==> src/rtl/ne_decoder_pkg.sv <==
// ne_decoder_pkg: shared decoder geometry constants and the HD unloader state encoding.
package ne_decoder_pkg;
  localparam int Kb           = 14;
  localparam int HDWIDTH      = 32;
  localparam int NLINES       = 16;
  localparam int ADDRESSWIDTH = 5;
  localparam int KW           = $clog2(Kb);
  typedef enum logic [2:0] {IDLE, REQ, WAIT, SEND, DONE, REARM} hd_unload_state_t;
endpackage

==> src/rtl/ne_hd_word_mux.sv <==
// ne_hd_word_mux: registered Kb-to-1 word selector; loads word i_k of i_vec when i_ld.
module ne_hd_word_mux
  import ne_decoder_pkg::*;
(
  input  logic                  clk,
  input  logic                  rst,
  input  logic                  i_ld,
  input  logic [Kb*HDWIDTH-1:0] i_vec,
  input  logic [KW-1:0]         i_k,
  output logic [HDWIDTH-1:0]    o_word
);
  logic [HDWIDTH-1:0] r_word;
  always_ff @(posedge clk or negedge rst)
    if (!rst) r_word <= '0;
    else if (i_ld) r_word <= i_vec[i_k*HDWIDTH +: HDWIDTH];
  assign o_word = r_word;
endmodule

==> src/rtl/ne_hd_unloader.sv <==
// ne_hd_unloader: walks the Lmem HD unload port and streams each line as HDWIDTH-bit words.
// NE_HD_UNLOAD_PREFETCH_EN adds a shadow line buffer so consecutive lines stream without gaps.
module ne_hd_unloader
  import ne_decoder_pkg::*;
#(
  parameter int RD_LAT = 1
) (
  input  logic                    clk,
  input  logic                    rst,
  input  logic                    decoder_ready,
  output logic                    unload_en,
  output logic [ADDRESSWIDTH-1:0] unloadAddress,
  input  logic [Kb*HDWIDTH-1:0]   unload_HDout_vec_regout,
  output logic [HDWIDTH-1:0]      hd_data,
  output logic                    hd_valid,
  input  logic                    hd_ready,
  output logic                    hd_last,
  output logic                    busy,
  output logic                    done
);
  hd_unload_state_t        r_state, w_nxt;
  logic [ADDRESSWIDTH-1:0] r_line, w_line, r_addr;
  logic [KW-1:0]           r_k, w_k;
  logic [Kb*HDWIDTH-1:0]   r_buf, w_vec;
  logic [RD_LAT-1:0]       r_pipe;
  logic r_en, r_valid, r_last, r_busy, r_done;
  logic w_ld, w_new, w_pf, w_cap, w_hs, w_endl, w_endf;
`ifdef NE_HD_UNLOAD_PREFETCH_EN
  logic [Kb*HDWIDTH-1:0]   r_sh;
  logic                    r_sh_vld;
`endif
  // r_pipe tracks the in-flight read so capture lands exactly RD_LAT cycles after unload_en
  assign w_cap  = r_pipe[RD_LAT-1];
  assign w_hs   = r_valid & hd_ready;
  assign w_endl = w_hs && r_k == KW'(Kb-1);
  assign w_endf = r_line == ADDRESSWIDTH'(NLINES-1);
  always_comb begin
    w_nxt  = r_state;
    w_ld   = 1'b0;
    w_new  = 1'b0;
    w_vec  = r_buf;
    w_k    = r_k;
    w_line = r_line;
    case (r_state)
      IDLE: if (decoder_ready) begin
        w_nxt  = REQ;
        w_line = '0;
      end
      REQ: w_nxt = WAIT;
`ifdef NE_HD_UNLOAD_PREFETCH_EN
      WAIT: if (w_cap || r_sh_vld) begin
        w_nxt = SEND;
        w_ld  = 1'b1;
        w_new = 1'b1;
        w_vec = r_sh_vld ? r_sh : unload_HDout_vec_regout;
        w_k   = '0;
      end
      SEND: if (w_endl && w_endf) w_nxt = DONE;
      else if (w_endl) begin
        w_line = r_line + 1'b1;
        w_nxt  = r_sh_vld ? SEND : WAIT;
        w_ld   = r_sh_vld;
        w_new  = r_sh_vld;
        w_vec  = r_sh;
        w_k    = '0;
      end else if (w_hs) begin
        w_ld = 1'b1;
        w_k  = r_k + 1'b1;
      end
`else
      WAIT: if (w_cap) begin
        w_nxt = SEND;
        w_ld  = 1'b1;
        w_new = 1'b1;
        w_vec = unload_HDout_vec_regout;
        w_k   = '0;
      end
      SEND: if (w_endl) begin
        w_nxt  = w_endf ? DONE : REQ;
        w_line = w_endf ? r_line : r_line + 1'b1;
      end else if (w_hs) begin
        w_ld = 1'b1;
        w_k  = r_k + 1'b1;
      end
`endif
      DONE: w_nxt = REARM;
      REARM: if (!decoder_ready) w_nxt = IDLE;
      default: w_nxt = IDLE;
    endcase
  end
`ifdef NE_HD_UNLOAD_PREFETCH_EN
  assign w_pf = w_new && w_line != ADDRESSWIDTH'(NLINES-1);
  always_ff @(posedge clk or negedge rst)
    if (!rst) begin
      r_sh     <= '0;
      r_sh_vld <= 1'b0;
    end else if (w_cap && r_state == SEND) begin
      r_sh     <= unload_HDout_vec_regout;
      r_sh_vld <= 1'b1;
    end else if (w_new) r_sh_vld <= 1'b0;
`else
  assign w_pf = 1'b0;
`endif
  always_ff @(posedge clk or negedge rst)
    if (!rst) begin
      r_state <= IDLE;
      r_line  <= '0;
      r_k     <= '0;
      r_buf   <= '0;
      r_pipe  <= '0;
      r_en    <= 1'b0;
      r_addr  <= '0;
      r_valid <= 1'b0;
      r_last  <= 1'b0;
      r_busy  <= 1'b0;
      r_done  <= 1'b0;
    end else begin
      r_state <= w_nxt;
      r_line  <= w_line;
      r_k     <= w_k;
      if (w_new) r_buf <= w_vec;
      r_pipe  <= (r_pipe << 1) | RD_LAT'(r_en);
      r_en    <= w_nxt == REQ || w_pf;
      r_addr  <= w_nxt == REQ ? w_line : w_pf ? w_line + 1'b1 : '0;
      r_valid <= w_nxt == SEND;
      r_last  <= w_nxt == SEND && w_line == ADDRESSWIDTH'(NLINES-1) && w_k == KW'(Kb-1);
      r_busy  <= w_nxt inside {REQ, WAIT, SEND, DONE};
      r_done  <= w_nxt == DONE;
    end
  ne_hd_word_mux u_mux (
    .clk    (clk),
    .rst    (rst),
    .i_ld   (w_ld),
    .i_vec  (w_vec),
    .i_k    (w_k),
    .o_word (hd_data)
  );
  assign unload_en     = r_en;
  assign unloadAddress = r_addr;
  assign hd_valid      = r_valid;
  assign hd_last       = r_last;
  assign busy          = r_busy;
  assign done          = r_done;
endmodule
==> config.mk <==
export PLATFORM = sky130hd
export DESIGN_NAME = ne_hd_unloader
export DESIGN_NICKNAME = d
export VERILOG_FILES = /design/src/rtl/ne_decoder_pkg.sv /design/src/rtl/ne_hd_word_mux.sv /design/src/rtl/ne_hd_unloader.sv
export SDC_FILE = /design/constraint.sdc
export NUM_CORES = 1
export LEC_CHECK = 0
export CORE_ASPECT_RATIO = 1.4
export CORE_MARGIN = 1
export CORE_UTILIZATION = 52
export CTS_CLUSTER_SIZE = 16
export DETAILED_ROUTE_END_ITERATION = 7
export HOLD_SLACK_MARGIN = 0.1
export PLACE_DENSITY = 0.83
export SYNTH_ARGS = -nofsm -noshare
export SYNTH_HDL_FRONTEND = slang
export SYNTH_SLANG_ARGS = --single-unit
==> constraint.sdc <==
create_clock -name clk -period 2.92 [get_ports clk]
set_input_delay 0.438 -clock clk [delete_from_list [all_inputs] [get_ports clk]]
set_output_delay 0.438 -clock clk [all_outputs]
set_load 0.05 [all_outputs]
# Yosys cells after proc, flatten, opt, wreduce, memory -nomap -nowiden
# Index checks and enable logic that the tools add are counted.
dict set report op_classes {
  addsub 2
  n_eq_ne 13
  shifts 1
  muxes 22
  bitwise_logic 1
  n_reduce_logical 5
}
# op n
set op_table {}
lappend op_table {{448-bit 2-to-1 mux} 2}
lappend op_table {{448-bit by 10-bit indexed part select with 32-bit output} 1}
lappend op_table {{5-bit 2-to-1 mux} 4}
lappend op_table {{3-bit one-hot mux with 6 select lines} 1}
lappend op_table {{3-bit 2-to-1 mux} 5}
lappend op_table {{3-bit by 2-bit equality test with 1-bit output (second input constant)} 4}
lappend op_table {{4-bit 2-to-1 mux} 3}
lappend op_table {{5-bit by 4-bit equality test with 1-bit output (second input constant)} 2}
lappend op_table {{5-bit one-hot mux with 2 select lines} 1}
lappend op_table {{3-bit equality test (second input constant)} 3}
lappend op_table {{4-bit equality test (second input constant)} 2}
lappend op_table {{4-bit one-hot mux with 2 select lines} 1}
lappend op_table {{3-bit by 1-bit equality test with 1-bit output (second input constant)} 2}
lappend op_table {{5-bit by 1-bit adder with 5-bit output (second input constant)} 1}
lappend op_table {{4-bit by 1-bit adder with 4-bit output (second input constant)} 1}
lappend op_table {{1-bit 2-to-1 mux} 4}
lappend op_table {{4-bit nonzero test} 1}
lappend op_table {{1-bit logical AND} 3}
lappend op_table {{3-bit logical NOT} 1}
lappend op_table {{1-bit one-hot mux with 2 select lines} 1}
lappend op_table {{1-bit AND} 1}
dict set report totals {
  reg_bits 503
  inputBits 452
  out_inout_bits 42
  word_cells 56
}

# Logic depth before layout (Yosys ltp)
# Gate-level depths: netlist of run 1.
dict set report logic_depth {
  ltp_word 7
  mapped_depth 13
  ltp_nobuf 9
}

# By module
# A second synthesis of run 1 with hierarchy kept.
dict set report unflattened {
  hier_cells 1959
  area_unflattened_um2 27784.1
}
# module n_inst cells_per_inst area_each_um2 seq_area_each_um2
set by_module_without_submodules {}
lappend by_module_without_submodules {ne_hd_unloader 1 1550 22947.0 11786.3}
lappend by_module_without_submodules {ne_hd_word_mux 1 409 4837.1 800.8}

# Worst setup path before layout of run 1
# No wires, ideal clock.
dict set report synth_timing {
  path_type {register -> register}
  from {register r_valid, in the netlist hd_valid}
  to {register u_mux.r_word[10], in the netlist u_mux.o_word[10]}
  setup_time_ns 0.139
  arrival_ns 2.617
  required_ns 2.781
  setup_slack_ns 0.164
  stages_incl_launch_ff 10
  n_path_buf 2
  period_less_slack_ns 2.756
  path_cell_list {dfrtp_1 > nand4b_4 > or4_1 > and2_1 > buf_6 > clkinv_4 > buf_4 > mux2i_1 > o32ai_1 > or4_1}
}
dict set report synth_between {
  elab_chain_len 5
  word_cells_on_any_way 9
  cone_classes {shift (1); mux (6); bitwise (1); reduce/logical (1)}
}
# element line
set synth_rtl {}
lappend synth_rtl {{from (decl)} ne_hd_unloader.sv:26} ;# logic r_en, r_valid, r_last, r_busy, r_done;
lappend synth_rtl {{from (signal assigned)} ne_hd_unloader.sv:113} ;# r_valid <= 1'b0;
lappend synth_rtl {{from (signal assigned)} ne_hd_unloader.sv:125} ;# r_valid <= w_nxt == SEND;
lappend synth_rtl {{1-bit AND (*)} ne_hd_unloader.sv:34} ;# assign w_hs = r_valid & hd_ready;
lappend synth_rtl {{4-bit 2-to-1 mux or 1-bit logical AND (tied branches)} {ne_hd_unloader.sv:81, ne_hd_unloader.sv:35}}
lappend synth_rtl {{4-bit 2-to-1 mux} ne_hd_unloader.sv:78} ;# SEND: if (w_endl) begin
lappend synth_rtl {{4-bit one-hot mux with 2 select lines} ne_hd_unloader.sv:44} ;# case (r_state)
lappend synth_rtl {{448-bit by 10-bit indexed part select with 32-bit output} ne_hd_word_mux.sv:15} ;# else if (i_ld) r_word <= i_vec[i_k*HDWIDTH +: HDWIDTH];
lappend synth_rtl {{to (signal assigned)} ne_hd_word_mux.sv:15}
lappend synth_rtl {{to (decl)} ne_hd_word_mux.sv:12} ;# logic [HDWIDTH-1:0] r_word;
# Mark *: on every way between the ends. The rest lies on a longest branch, timed or not.
# A chain may end at the register's enable or synchronous reset.

# Final worst setup path of run 1
dict set report layout_timing {
  from {register r_state[1]}
  to {register u_mux.r_word[3], in the netlist u_mux.o_word[3]}
}
dict set report layout_between {
  elab_chain_len 3
  word_cells_on_any_way 6
  cone_classes {eq/ne (2); shift (1); mux (3)}
}
# element line
set layout_rtl {}
lappend layout_rtl {{from (decl)} ne_hd_unloader.sv:21} ;# hd_unload_state_t r_state, w_nxt;
lappend layout_rtl {{from (signal assigned)} ne_hd_unloader.sv:118} ;# r_state <= w_nxt;
lappend layout_rtl {{3-bit by 2-bit equality test with 1-bit output} ne_hd_unloader.sv:44}
lappend layout_rtl {{4-bit one-hot mux with 2 select lines or 448-bit 2-to-1 mux (tied branches)} ne_hd_unloader.sv:44}
lappend layout_rtl {{448-bit by 10-bit indexed part select with 32-bit output} ne_hd_word_mux.sv:15}
# Several ways; a longest one is shown, not always the timed one.

==> metrics list, run 1 <==
- Outcome: completed
* Cell depth of the worst min-delay path: 0
- After detailed routing, the number of vias per cell comes to a little under 6.
- 494 I/O pins were placed.
- Critical path capture point type: flip-flop
- Remaining antenna violation count after routing: 0
* Worst rel slew slack: 0.419
- The number of antenna violations at the first check in global routing was 7.
- Main flop type after synthesis: dfrtp_1
- Layout cell share with drive strength beyond 1: 0.137
- The share of synthesized area in the top cell type comes to 0.538.
- In this run the tool buffered the top-level ports with around 490 buffer cells.
* Non-filler cells, final: 3576
* Setup repair after global routing missed its margin: yes
- TritonCTS clock tree: built
- Clock transition time at the flip-flop clock pins of the worst setup and hold paths: 0.06 ns
- Max capacitance violation total: 0
- Leakage power total: around 0.015 uW
- Average wire length per cell after detail routing: approximately 25 microns
- Worst-Skew Late Latency: 0.59 ns
* Routed wire length: 88800 microns
* Worst setup slack after layout: ~0.036 ns
- STA classifies the critical path startpoint as a flip-flop.
- Clock Skews: between 0.02 and 0.03 ns
- Worst-case clock buffer depth: 3
* Reg2reg path depth: 10
* Final design area excluding fillers: about 32000 sq um
* Peak supply drop: between 0.0005 and 0.0006 V
- Setup violations remaining at the end of the flow were counted as 0.
- Initial cell density of the core: 0.530
* Placement row count: between 90 and 100
- In this run, placement finished with an instance count of 3480.
- Placement Cell Area: a little under 30000 sq um
- Dividing the final minimum period by the clock period gives 0.988.
* Placeable core region: approximately 44000 sq um
- The die covers 45900 sq um.
* CTS H-tree lvls: 2
* Die height: approximately 250 microns
* Number of clock sinks seen by CTS: around 500
* Final worst path period need: ~2.9 ns
- Fraction of power consumed by sequential logic: 0.379
- When the netlist entered floorplanning its net count stood at between 2000 and 3000.
- The Yosys step of the flow raised 0 warnings.
* Global routing usage summed across all routing layers: 0.379
- Floorplan die width: between 150 and 200 microns
- For this run, asynchronously set or reset flops after synthesis account for 1.00.
- Total via count after detailed routing: between 20000 and 25000
- In this run the power density over the cells is 663 nW/um^2.
- Data on the critical path arrives at its endpoint at approximately 3.3 ns.
* Initial DRC Count: about 1900
- Switching part of the total power: 0.329
* Final-report hold violation count: 0
- Number of synthesized flops with an enable pin: 0
* Number of flip-flops and latches in the synthesized netlist: around 500
- Portion of total power attributed to combinational logic: 0.318
* Maximum number of pins on one net before global-route repair: ~110
- Global routing finished with a remaining overflow of 0.
- Design internal power: between 10000 and 15000 uW
- Master cell of the clock root buffer: clkbuf_16
- Number of max-slew violations in the final report: 0
- Worst-Margin Slew: between 0.8 and 0.9 ns
- Counting every instance in the synthesized netlist gives around 2500.
- The critical path is of the reg -> reg type.
- Clock Power Share: 0.304
- The share of the Yosys chip area taken by registers is 0.538.
* Number of detailed-routing iterations run before antenna repair: 5
* Post-DP HPWL: between 60000 and 70000 microns
- Average cell area after synthesis: around 9.6 sq um
* Synth cell types: 69
- Area growth syn-to-layout: 36.6%
- Pre-CTS setup slack: -0.693 ns
- Biggest area contributors in the synthesized netlist: dfrtp_1 54%, nand2_1 18%, mux2i_1 6.7%
- The first global-routing pass estimated about 130000 microns of wire.
* Final weighted congestion of routability-driven global placement: between 0.9 and 1
* CP Data Required Time: 3.37 ns
- Summing every instance area after synthesis gives roughly 23000 sq um.
* Switching power of the nets: roughly 7000 uW
* Nets@finish: between 3000 and 4000
* Max Fanout on Critical Path: 27
* Class of the tightest hold or removal check: reg -> reg
- Clock buffer count from CTS: 47
* Peak clock frequency supported by timing: between 300 and 400 MHz
* Vias in the first global route: 21600
- After detailed routing, the number of remaining DRC violations is 0.
- dfrtp_1 takes more of the synthesized area than any other cell.
## metrics by stage
step / total power (uW) / util / setup TNS [ns] / hold WS, ns
global placement: 14200 / 0.671 / -14.50 / 0.367
global route: 21800 / 0.724 / -0.0882 / 0.391
floorplan: 11300 / - / 0 / 0.142
finish: 21200 / 0.724 / 0 / 0.384
CTS: 20700 / 0.710 / 0 / 0.389
detailed placement: 14200 / 0.671 / -15.80 / 0.375
## worst max-delay path: stages (launching register included)
cell and delay [ns]:
dfrtp_2 0.45, and4bb_4 0.28, buf_12 0.15, a311oi_4 0.37, nor2_4 0.09, buf_12 0.17, buf_4 0.15, buf_12 0.17
o2111ai_2 0.25, a21oi_2 0.12, or4_1 0.54
## synth_stat cells (8+ instances only)
cell type / n
nand2_1: 1137
dfrtp_1: 503
mux2i_1: 156
clkbuf_1: 73
or3_1: 69
o2111ai_1: 56
buf_2: 54
mux2_4: 54
a21oi_1: 30
or4_1: 29
o22ai_1: 28
o32ai_1: 28
mux2_2: 25
buf_4: 22
o21ai_1: 20
a21o_1: 14
a211oi_1: 13
nor2_1: 12
o21ai_0: 11
buf_6: 10
inv_1: 8
## cells by family after synthesis
| group | Yosys count | synth area share |
|---|---|---|
| flops | 503 | 0.538 |
| fa+ha+maj | 3 | 0.00160 |
| compound gates | 230 | 0.0726 |
| mux | 237 | 0.114 |
| simple gates | 1296 | 0.229 |
| buf+inv | 181 | 0.0446 |
## power by group through the flow
stage	Clock [uW]	Combinational [uW]	Sequential, uW
2_1_floorplan	0	2660	8680
4_1_cts	6430	6220	8010
3_3_place_gp	0	6050	8120
6_report	6440	6730	8030
5_1_grt	6700	7020	8060
3_5_place_dp	0	6110	8130
## worst paths after layout
| check | from | to | slack [ns] |
|---|---|---|---|
| setup / recovery | r_state[1]$_DFF_PN0_ | u_mux.o_word[3]$_DFFE_PN0P_ | 0.04 |
| hold / removal | unload_en$_DFF_PN0_ | r_pipe$_DFF_PN0_ | 0.38 |
| setup reg to reg | r_state[1]$_DFF_PN0_ | u_mux.o_word[3]$_DFFE_PN0P_ | 0.04 |
| hold reg to reg | unload_en$_DFF_PN0_ | r_pipe$_DFF_PN0_ | 0.38 |
| max in group asynchronous | rst | r_buf[236]$_DFFE_PN0P_ | 1.54 |
| min in group asynchronous | rst | r_state[1]$_DFF_PN0_ | 0.49 |
## layout by cell type (no fill, tap or decap), types with 7 or more instances in the layout
| cell | netlist | routed |
|---|---|---|
| a211oi_1 | 13 | 11 |
| a21o_1 | 14 | 14 |
| a21oi_1 | 30 | 9 |
| a21oi_2 | 1 | 20 |
| buf_12 | 4 | 34 |
| buf_4 | 22 | 112 |
| clkbuf_16 | 0 | 50 |
| clkbuf_8 | 1 | 12 |
| clkdlybuf4s50_1 | 0 | 492 |
| dfrtp_1 | 503 | 501 |
| inv_1 | 8 | 8 |
| mux2_2 | 25 | 25 |
| mux2_4 | 54 | 54 |
| mux2i_1 | 156 | 138 |
| mux2i_2 | 0 | 8 |
| mux2i_4 | 0 | 10 |
| nand2_1 | 1137 | 1137 |
| nor2_1 | 12 | 12 |
| nor3_1 | 7 | 7 |
| o2111ai_1 | 56 | 26 |
| o2111ai_2 | 0 | 26 |
| o21ai_0 | 11 | 11 |
| o21ai_1 | 20 | 20 |
| o22ai_1 | 28 | 27 |
| o32ai_1 | 28 | 28 |
| or3_1 | 69 | 68 |
| or4_1 | 29 | 29 |
## what timing repair did
item,CTS,global route
pin swaps,2,15
cloned,0,3
setup endpoints to repair,15,29
hold buffers,1,0
setup buffers,3,2
gates resized for setup,11,93
hold endpoints to repair,73,0
## flip-flops by register name, summed over array words and instances (netlist names)
name,count
r_buf,448
u_mux.o_word,32
r_line,5
unloadAddress,5
r_k,4
r_state,3
busy,1
done,1
hd_last,1
hd_valid,1
r_pipe,1
unload_en,1
## layout make-up
cell class                 instances  area, sq um
antenna                            5         12.5
clock buffer                      65         1360
clock inverter                    17          231
fill                            3141        12200
inverter                          10         42.5
multi-input combinational       1766        10300
sequential                       503        12600
tap                              558          698
timing repair buffer             652         6730
## routing by layer
metal,global-route usage,vias up,part of all wire
li1,-,9251,-
met1,0.419,10300,0.34
met2,0.650,1197,0.49
met3,0.0742,359,0.076
met4,0.281,8,0.090
met5,0,-,0.00064
Note: power is estimated with default switching activity, not from simulation.
==> inputs of run 2 (changes only) <==
--- a/config.mk
+++ b/config.mk
@@ -5,7 +5,7 @@
 export SDC_FILE = /design/constraint.sdc
 export NUM_CORES = 1
 export LEC_CHECK = 0
-export CORE_ASPECT_RATIO = 1.4
+export CORE_ASPECT_RATIO = 0.8
 export CORE_MARGIN = 1
 export CORE_UTILIZATION = 52
 export CTS_CLUSTER_SIZE = 16
==> run 2 against run 1 <==
- the flow now finishes with violations (setup timing)
- sequential cell count unchanged
- count of clock-buffer cells in the layout up 6
- largest cell class unchanged
- power up 0.90%
- register-to-register slack worse by 0.11 ns
- global-route usage down 2.8 points
- critical endpoint is now u_mux.o_word[5]$_DFFE_PN0P_
- non-clock buffer count up 6
==> metrics list, run 2 (synthesis gave the netlist of run 1 again) <==
- For flop-to-flop paths, the worst setup slack is -0.08 ns.
* Switching part of the total power: 0.319
* CP Launch Type: flip-flop
- Final Setup Violations: 9
- Worst Setup EP: u_mux.o_word[5]$_DFFE_PN0P_
- Among all stages on the critical path, the largest delay is contributed by or4_1.
* Number of detailed-routing iterations run before antenna repair: 6
- Class of the tightest hold or removal check: reg -> reg
* Initial cell density of the core: 0.527
- Area growth syn-to-layout: 37.4%
- Terminus of the critical flop-to-flop path: u_mux.o_word[5]$_DFFE_PN0P_
- Critical Path, Cell by Cell: and4bb_4 > buf_12 > a311oi_4 > nor2_4 > buf_6 > buf_12 > buf_16 > buf_12 > mux2i_2 > o22ai_1 > or4_1
* Power density of the placed cells: around 670 nW/um^2
- In the final layout, the share of cells above drive strength 1 is 0.136.
- Total via count after detailed routing: around 21000
- The largest single stage delay on the critical path is 0.50 ns.
- Counting the buffers created by CTS gives 50.
* Global-route wire length before repair: roughly 120000 microns
- For this run, the top clock speed supported by timing is approximately 330 MHz.
* Worst hold slack: around 0.38 ns
- The routed design has 83600 microns of wire.
- Data on the critical path arrives at its endpoint at 3.46 ns.
* Remaining antenna violation count after routing: 0
* Clock transition time at the flip-flop clock pins of the worst setup and hold paths: about 0.060 ns
* Residual DRC: 0
- Port Buffer Count: slightly below 500
* Max capacitance violation total: 0
- The number of global-route vias before repair came to 20600.
- The most critical setup path has its startpoint at r_state[2]$_DFF_PN0_.
* Setup repair after global routing missed its margin: yes
- In this run the power spent charging and discharging nets is between 6000 and 7000 uW.
- Placeable core region: roughly 44000 sq um
* Floorplan die width: approximately 240 microns
- Initial DRC Count: about 2100
* Clock Skews: 0.0272 ns
- Counting cells, the worst reg-to-reg path comes to 11.
- Counting the fill cells in the layout gives between 3000 and 4000.
- The number of hold violations in the final report came to 0.
* Die height: approximately 190 microns
- CTS placed an instance of clkbuf_16 at the clock tree root.
* Worst rel slew slack: 0.457
- Critical path capture point type: flip-flop
- Final weighted congestion of routability-driven global placement: 0.947
* Post-DP HPWL: between 60000 and 70000 microns
* Crit path max-delay family: simple AND/OR/NAND/NOR gates
* Number of flip-flops under the largest register name: between 400 and 500
- Worst setup slack after layout: -0.0771 ns
- In the finished design, the share of the clock period the worst path needs comes to 1.03.
- The clock passes through at most 3 buffers.
- Worst-Skew Late Latency: around 0.59 ns
* Maximum number of pins on one net before global-route repair: 86
* Number of clock sinks seen by CTS: about 500
- Together, buffers and inverters on the worst path number 5.
- The total overflow left after global routing is 0.
- Number of max-slew violations in the final report: 0
- At the placement stage, the worst setup path has a slack of -0.513 ns.
- At the end of the flow, the number of nets in the layout was 3444.
- In the final routed layout, each cell accounts on average for between 20 and 25 microns.
- Summed over all cells, the static leakage comes to 0.0152 uW.
- Portion of total power attributed to combinational logic: 0.315
- Number of antenna violations at the first check in global routing: 3
- Clock Power Share: 0.313
- More flip-flops sit in one register than any other, and that register is r_buf.
* Placement row count: slightly below 70
- Commonest non-fill, non-tap cell in the layout: nand2_1
- The final reports fail on setup timing.
- Die ar.: between 40000 and 50000 sq um
* Peak supply drop: ~0.00055 V
- In the layout the commonest cells are 1137 x nand2_1, 501 x dfrtp_1, 492 x clkdlybuf4s50_1, 132 x mux2i_1, 106 x buf_4.
- The routed design could run at a clock period as short as roughly 3 ns.
* Global routing usage summed across all routing layers: 0.351
* CP Data Required Time: 3.38 ns
- For the pin with the worst max-slew slack, the measured transition is 0.812 ns.
- Critical path depth: 11
- CTS built an H-tree with a depth of 2.
* TritonCTS clock tree: built
* Count of boundary I/O pins: between 400 and 500
- Fraction of power consumed by sequential logic: 0.372
* Outcome: finished, violations left
* Max Fanout on Critical Path: 8
* Kind of critical path: reg -> reg
- Design internal power: ~15000 uW
* Average vias per placed instance: between 5 and 6
- Critical path's most frequent cell: buf_12
- Reg-to-reg startpoint: r_state[2]$_DFF_PN0_
==> run 2: timing repair <==
| item | 4_1_cts | 5_1_grt |
|---|---|---|
| setup endpoints to repair | 19 | 32 |
| gates resized for setup | 3 | 93 |
| hold buffers | 1 | 0 |
| pin swaps | 2 | 16 |
| setup buffers | 0 | 27 |
| endpoints found under the hold margin | 70 | 0 |
| gates cloned | 0 | 8 |
==> run 2: routing by layer <==
layer  vias to the layer above  part of all wire  routed length [microns]  global-route usage
met5                         -           0.00035                       29                   0
met1                     10400              0.41                    34000               0.476
li1                       9271                 -                        -                   -
met4                         4             0.045                     3750               0.158
met3                       217             0.087                     7260              0.0721
met2                      1105              0.46                    38500               0.547
==> run 2: worst min path at each step <==
| stage | startpoint | slack [ns] | endpoint | depth (start not counted) |
|---|---|---|---|---|
| floorplan | rst | 0.14 | busy$_DFF_PN0_ | 0 |
| global placement | unload_en$_DFF_PN0_ | 0.37 | r_pipe$_DFF_PN0_ | 0 |
| detailed placement | unload_en$_DFF_PN0_ | 0.37 | r_pipe$_DFF_PN0_ | 0 |
| CTS | unload_en$_DFF_PN0_ | 0.38 | r_pipe$_DFF_PN0_ | 0 |
| global route | unload_en$_DFF_PN0_ | 0.41 | r_pipe$_DFF_PN0_ | 0 |
| finish | unload_en$_DFF_PN0_ | 0.38 | r_pipe$_DFF_PN0_ | 0 |
==> run 2: final cells by class <==
class	count	area, sq um	area share
sequential	503	12600	0.391
inverter	10	42.5	0.00132
multi-input combinational	1766	10200	0.318
tap	603	754	0.0235
clock buffer	71	1440	0.0448
antenna	4	10.0	0.000311
clock inverter	16	238	0.00739
timing repair buffer	658	6870	0.214
==> run 2: stage by stage <==
stage | area (sq um) | TNS, ns | std cells | utilization | power [uW]
after floorplan | 23400 | 0 | 2450 | - | 11300
after global placement | 29500 | -13.18 | 3505 | 0.666 | 13900
after detailed placement | 29500 | -13.56 | 3505 | 0.666 | 14000
after CTS | 31300 | -0.314 | 3593 | 0.704 | 20700
after global routing | 32100 | -1.19 | 3627 | 0.724 | 22000
final | 32200 | -0.276 | 3631 | 0.725 | 21400
==> run 2: power by group through the flow <==
stage	Sequential [uW]	Combinational (uW)	Clock [uW]
after floorplan	8680	2660	0
after global placement	8040	5890	0
after detailed placement	8060	5970	0
after CTS	7940	6030	6710
after global routing	7990	7060	6960
final	7960	6740	6690
